## src/rtl/button_debounce.sv

```systemverilog
// Push-button conditioner: multi-stage synchronizer followed by a stability-qualifying FSM.
// oSig only changes after the synchronized input has held a new level for STABLE_CYCLES clocks.
module button_debounce #(
   parameter int STABLE_CYCLES = 1_000_000,
   parameter int SYNC_STAGES   = 2
) (
   input  logic iClk,
   input  logic iRst,
   input  logic iSig,
   output logic oSig,
   output logic oBusy,
   output logic oGlitch
);

   localparam int CNT_W = $clog2(STABLE_CYCLES + 1);
   localparam logic [CNT_W-1:0] CNT_LAST = CNT_W'(STABLE_CYCLES - 1);

   typedef enum logic [1:0] {
      S_LOW,
      S_RISE,
      S_HIGH,
      S_FALL
   } state_t;

   logic [SYNC_STAGES-1:0] sync_q;
   logic                   sync;

   state_t                 state_q;
   logic [CNT_W-1:0]       cnt_q;
   logic                   sig_q;
   logic                   busy_q;
   logic                   glitch_q;

   // NOTE: only the last stage feeds logic; the earlier stages exist to absorb metastability.
   always_ff @(posedge iClk or negedge iRst) begin
      if (!iRst) begin
         sync_q <= '0;
      end else begin
         sync_q <= {sync_q[SYNC_STAGES-2:0], iSig};
      end
   end

   assign sync = sync_q[SYNC_STAGES-1];

   always_ff @(posedge iClk or negedge iRst) begin
      if (!iRst) begin
         state_q  <= S_LOW;
         cnt_q    <= '0;
         sig_q    <= 1'b0;
         busy_q   <= 1'b0;
         glitch_q <= 1'b0;
      end else begin
         glitch_q <= 1'b0;
         case (state_q)
            S_LOW: begin
               if (sync) begin
                  state_q <= S_RISE;
                  cnt_q   <= CNT_W'(1);
                  busy_q  <= 1'b1;
               end else begin
                  cnt_q   <= '0;
               end
            end
            // A reversion is checked before the count, so it wins on the qualifying edge.
            S_RISE: begin
               if (!sync) begin
                  state_q  <= S_LOW;
                  cnt_q    <= '0;
                  busy_q   <= 1'b0;
                  glitch_q <= 1'b1;
               end else if (cnt_q == CNT_LAST) begin
                  state_q  <= S_HIGH;
                  cnt_q    <= '0;
                  busy_q   <= 1'b0;
                  sig_q    <= 1'b1;
               end else begin
                  cnt_q    <= cnt_q + 1'b1;
               end
            end
            S_HIGH: begin
               if (!sync) begin
                  state_q <= S_FALL;
                  cnt_q   <= CNT_W'(1);
                  busy_q  <= 1'b1;
               end else begin
                  cnt_q   <= '0;
               end
            end
            S_FALL: begin
               if (sync) begin
                  state_q  <= S_HIGH;
                  cnt_q    <= '0;
                  busy_q   <= 1'b0;
                  glitch_q <= 1'b1;
               end else if (cnt_q == CNT_LAST) begin
                  state_q  <= S_LOW;
                  cnt_q    <= '0;
                  busy_q   <= 1'b0;
                  sig_q    <= 1'b0;
               end else begin
                  cnt_q    <= cnt_q + 1'b1;
               end
            end
            default: begin
               state_q <= S_LOW;
               cnt_q   <= '0;
               busy_q  <= 1'b0;
               sig_q   <= 1'b0;
            end
         endcase
      end
   end

   assign oSig    = sig_q;
   assign oBusy   = busy_q;
   assign oGlitch = glitch_q;

endmodule
```

## config.mk

```make
export PLATFORM = sky130hd
export DESIGN_NAME = button_debounce
export DESIGN_NICKNAME = d
export VERILOG_FILES = /design/src/rtl/button_debounce.sv
export SDC_FILE = /design/constraint.sdc
export NUM_CORES = 1
export LEC_CHECK = 0
export CAP_MARGIN = 25
export CORE_MARGIN = 3
export CORE_UTILIZATION = 45
export DETAILED_ROUTE_END_ITERATION = 10
export DONT_BUFFER_PORTS = 1
export HOLD_SLACK_MARGIN = 0.12
export SKIP_LAST_GASP = 1
export SLEW_MARGIN = 20
export SYNTH_ARGS = -nofsm -noshare
export SYNTH_HDL_FRONTEND = slang
export SYNTH_SLANG_ARGS = --single-unit
```

## constraint.sdc

```tcl
create_clock -name iClk -period 2.6 [get_ports iClk]
set_clock_uncertainty 0.2 [all_clocks]
set_input_delay 0.52 -clock iClk [delete_from_list [all_inputs] [get_ports iClk]]
set_output_delay 0.52 -clock iClk [all_outputs]
set_load 0.005 [all_outputs]
```

# Word level (Yosys, flattened, before mapping)
# Cells that the tools add are included.
# W data, S select, Z words.
[op_classes] mux=27 addsub=1 n_reduce_logical=5 n_eq_ne=12
[ops] operator="$pmux W20 S4" count=1
[ops] operator="$mux W20" count=3
[ops] operator="$add A20 B1 Y20 const B" count=1
[ops] operator="$eq A20 B20 Y1 const B" count=1
[ops] operator="$mux W1" count=13
[ops] operator="$mux W2" count=6
[ops] operator="$ne A2 B2 Y1 const B" count=6
[ops] operator="$pmux W2 S4" count=1
[ops] operator="$ne A3 B3 Y1 const B" count=2
[ops] operator="$reduce_and A5 Y1" count=1
[ops] operator="$eq A2 B2 Y1 const B" count=2
[ops] operator="$pmux W1 S2" count=2
[ops] operator="$pmux W1 S4" count=1
[ops] operator="$reduce_and A4 Y1" count=1
[ops] operator="$eq A2 B1 Y1 const B" count=1
[ops] operator="$logic_not A2 Y1" count=1
[ops] operator="$reduce_and A2 Y1" count=1
[ops] operator="$reduce_bool A2 Y1" count=1
[word_totals] elab_cells=51 regBits=27 inputBits=3

# Depth between registers and ports, before layout
[depth] word_depth=4 mapped_depth=7 depth_no_buf=5

# Worst setup path after synthesis
# OpenSTA, ideal clock, no wires.
[synth_timing] kind="flip-flop to flip-flop" startpoint="register cnt_q[12]" endpoint="register (tool-made name)" setup_ns=0.125 stages_incl_launch_ff=6 setup_slack_ns=0.310 synth_period_minus_slack_ns=2.290 arrival_time_ns=1.966 path_cell_list="dfrtp_1 or4_1 or4_1 buf_2 nor3_2 mux2_2"
[synth_rtl] item="start: declaration" line_no="29" rtl="logic [CNT_W-1:0] cnt_q;"
[synth_rtl] item="start signal: assignment" line_no="77" rtl="cnt_q <= cnt_q + 1'b1;"
[synth_rtl] item="start signal: assignment" line_no="101" rtl="cnt_q <= cnt_q + 1'b1;"

# Worst setup path after layout
[layout_timing] startpoint="register cnt_q[8]" endpoint="register cnt_q[5]"
[layout_between] elab_chain_len=4 elab_cells_between_ends=5 classes_between="1 x eq/ne; 4 x mux"
[layout_rtl] item="$eq A20 B20 Y1 *" line_no="71, 95"
[layout_rtl] item="$mux W20 *" line_no="71, 95"
[layout_rtl] item="$mux W20, on equally long branches" line_no="90, 66"
[layout_rtl] item="$pmux W20 S4 *" line_no="54" rtl="case (state_q)"
# Mark *: on every way between the ends. The rest lies on a longest branch, timed or not.
# A chain may end at the register's enable or synchronous reset.

==> results.txt <==
outcome = complete, no violations
unrepaired setup endpoints after global routing = false
DRC Markers = 0
leakage power = 0.540 nW
Final Wtd Congestion = 0.734
post-synthesis instance total = 126
# fillers = 232
grt ovf = 0
post-CTS setup buffers = 0
vias per cell = 5.64
busiest grt layer = met2
GR Layer Usage met2 = 24.2%
Final ANT Viol Nets = 0
I/O Pins = 6
vias in the first global route = 868
Global Route met3 Usage = 4.58%
total iterations of the first detailed-routing run = 4
Pwr per Cell Area = 470 nW/um^2
H-tree levels = 1
FF-to-FF Start = cnt_q[8]
core box area = 2590 sq um
setup violators final = 0
register area share after synthesis = 52.6%
pin count of the biggest net entering global routing = 28
maxcap violations = 0
CP startpoint kind = flop
Slew @ Worst Pin = 0.450 ns
Post-DP HPWL = 1640 um
Setup crit end = cnt_q[5]
syn_nets = 130
Setup CP Type = reg -> reg
initial antenna violation count = 0
met1 usage = 19.5%
Root Driver = clkbuf_4
endpoints failing hold = 0
CP arrival = 2.43 ns
part of the cycle the worst path needs = 92.5%
Die Y = 59.4 um
Sum Neg Setup Slack = 0 ns
Max Clk Rate = 416 MHz
Async S/R FF share, synth = 100%
# nets final = 136
total number of vias = 908
Yosys reg bits = 27
Cell Rows = 18
Main synth FF type = dfrtp_1
DIE WIDTH = 59.4 um
share of cells above drive strength 1 = 7.63%
Reg2Reg Depth = 4
CP Launch Point = cnt_q[8]
clock slew seen by the registers of the worst setup and hold paths = 0.14 ns
PortBufs = 0
clock sink total = 27
Min-Delay Path Class = reg -> reg
r2r endpoint = cnt_q[5]
CTS tree = done
first-pass GRT wire length = 3940 um
# resized after CTS = 0
Die ar. = 3530 sq um
CTS max path bufs = 2
Max Slew Vio Count = 0
DR WL/cell = 14.3 um
1st-iter DRT viols = 28
FF-to-FF setup slack = 0.20 ns
CP Capture Type = flop
worst-case vdd ir drop = 0.000401 V
Layout area overhead = 7.11%
Clock Latency Late Sink = 0.33 ns
Detailed Route WL = 2300 um
worst path required time = 2.62 ns
Mean Syn Cell Area = 10.2 sq um
worst hold path startpoint = sync_q[0]
Yosys warnings = 0
Ant. Diodes = 0
critical path fanouts, max = 18
EDFF count, synth = 0
total global-route track usage = 15.3%
post-synthesis cell area = 1280 sq um
post-placement cell count = 154
Initial Util = 49.6%
Final min period = 2.40 ns
Synth cell types = 29
worst rel slew slack = 69.9%
TritonCTS buffer count = 3
final std cells w/o fill = 161
-- Yosys cell counts, types with 2 or more instances --
master	number	area, sq um
o31ai_1	3	22.5
or4_1	6	45.0
nand3_1	7	35.0
xnor2_1	6	52.6
nand4_1	4	25.0
and4_1	2	17.5
nor2_1	16	60.1
a21oi_1	8	40.0
dfrtp_1	27	676
nor3_1	3	15.0
nand2_1	8	30.0
xor2_1	7	61.3
inv_1	5	18.8
or3_1	4	25.0
o21ai_0	6	30.0
-- what timing repair did --
| action | CTS | global route |
|---|---|---|
| hold endpoints to repair | 28 | 0 |
| endpoints found under the setup margin | 0 | 0 |
| hold buffers | 3 | 0 |
-- kinds of logic (layout without fill, tap and decap cells) --
| kind of cell | count (synthesis) | count (layout) | share of synthesized area (%) |
|---|---|---|---|
| AO/OA/AOI/OAI | 19 | 19 | 9.25 |
| multiplexers | 2 | 2 | 1.66 |
| flip-flops | 27 | 27 | 52.6 |
| adder cells (fa/ha/maj) | 1 | 1 | 0.974 |
| XOR/XNOR | 13 | 13 | 8.86 |
| buffers and inverters | 9 | 14 | 3.60 |
| AND/OR/NAND/NOR | 55 | 55 | 23.1 |
-- layout by cell type, fill, tap and decap left out --
cell type	netlist	layout
dfrtp_1	27	27
nor2_1	16	16
nand2_1	8	8
a21oi_1	8	8
nand3_1	7	7
xor2_1	7	7
or4_1	6	6
o21ai_0	6	6
xnor2_1	6	6
inv_1	5	5
or3_1	4	4
nand4_1	4	4
o31ai_1	3	3
nor3_1	3	3
clkbuf_4	0	3
and4_1	2	2
dlygate4sd3_1	0	2
buf_4	1	2
and4_2	1	1
nand3b_1	1	1
or4b_1	1	1
o21bai_4	1	1
o21bai_1	1	1
and2_1	1	1
nor3_2	1	1
mux2_2	1	1
mux2i_1	1	1
ha_1	1	1
clkbuf_1	1	1
buf_12	0	1
-- sequential cells by signal, summed over array words and instances (netlist names), named ones only --
register,count
cnt_q,20
sync_q,2
oBusy,1
oGlitch,1
oSig,1
state_q,1
-- per-stage QoR --
step / hold slack [ns] / total power, mW / setup slack [ns] / util (%) / cell area [sq um]
2_1_floorplan: 0.0244 / 0.455 / 0.310 / - / 1280
3_3_place_gp: 0.0250 / 0.457 / 0.244 / 50.6 / 1310
3_5_place_dp: 0.0250 / 0.458 / 0.199 / 50.6 / 1310
4_1_cts: 0.177 / 0.657 / 0.176 / 53.1 / 1380
5_1_grt: 0.198 / 0.679 / 0.0835 / 53.1 / 1380
6_report: 0.174 / 0.647 / 0.196 / 53.1 / 1380
-- final cells by class --
type                    instances  area [sq um]  area share (%)
flip-flops and latches         27           676            49.1
multi-input cells              90           563            40.9
repair buffers                  5          55.1            4.00
well taps                      30          37.5            2.73
clock buffers                   4          26.3            1.91
inverters                       5          18.8            1.36
-- worst min-delay path by stage --
stage / end / cells after the start
after floorplan: async pin / 0
after global placement: cnt_q[3] / 0
after detailed placement: cnt_q[3] / 0
after CTS: sync_q[1] / 0
after global routing: sync_q[1] / 0
final: sync_q[1] / 0
-- per-layer routing --
layer | vias to the layer above | wire (um)
met5 | - | 0
met4 | 0 | 43
met3 | 5 | 67
met2 | 10 | 1070
met1 | 439 | 1120
li1 | 454 | -
-- worst max-delay path, cell delays in order (launching register included) --
cell,delay [ns]
dfrtp_1,0.47
or4b_1,0.54
or4_1,0.55
o21bai_4,0.43
nor2_1,0.10
-- where the power goes --
part	switching, mW	internal, mW	total [mW]
logic	0.0191	0.0114	0.0305
clock network	0.123	0.0603	0.184
registers	0.00581	0.427	0.433
(Power assumes the default switching activity.)
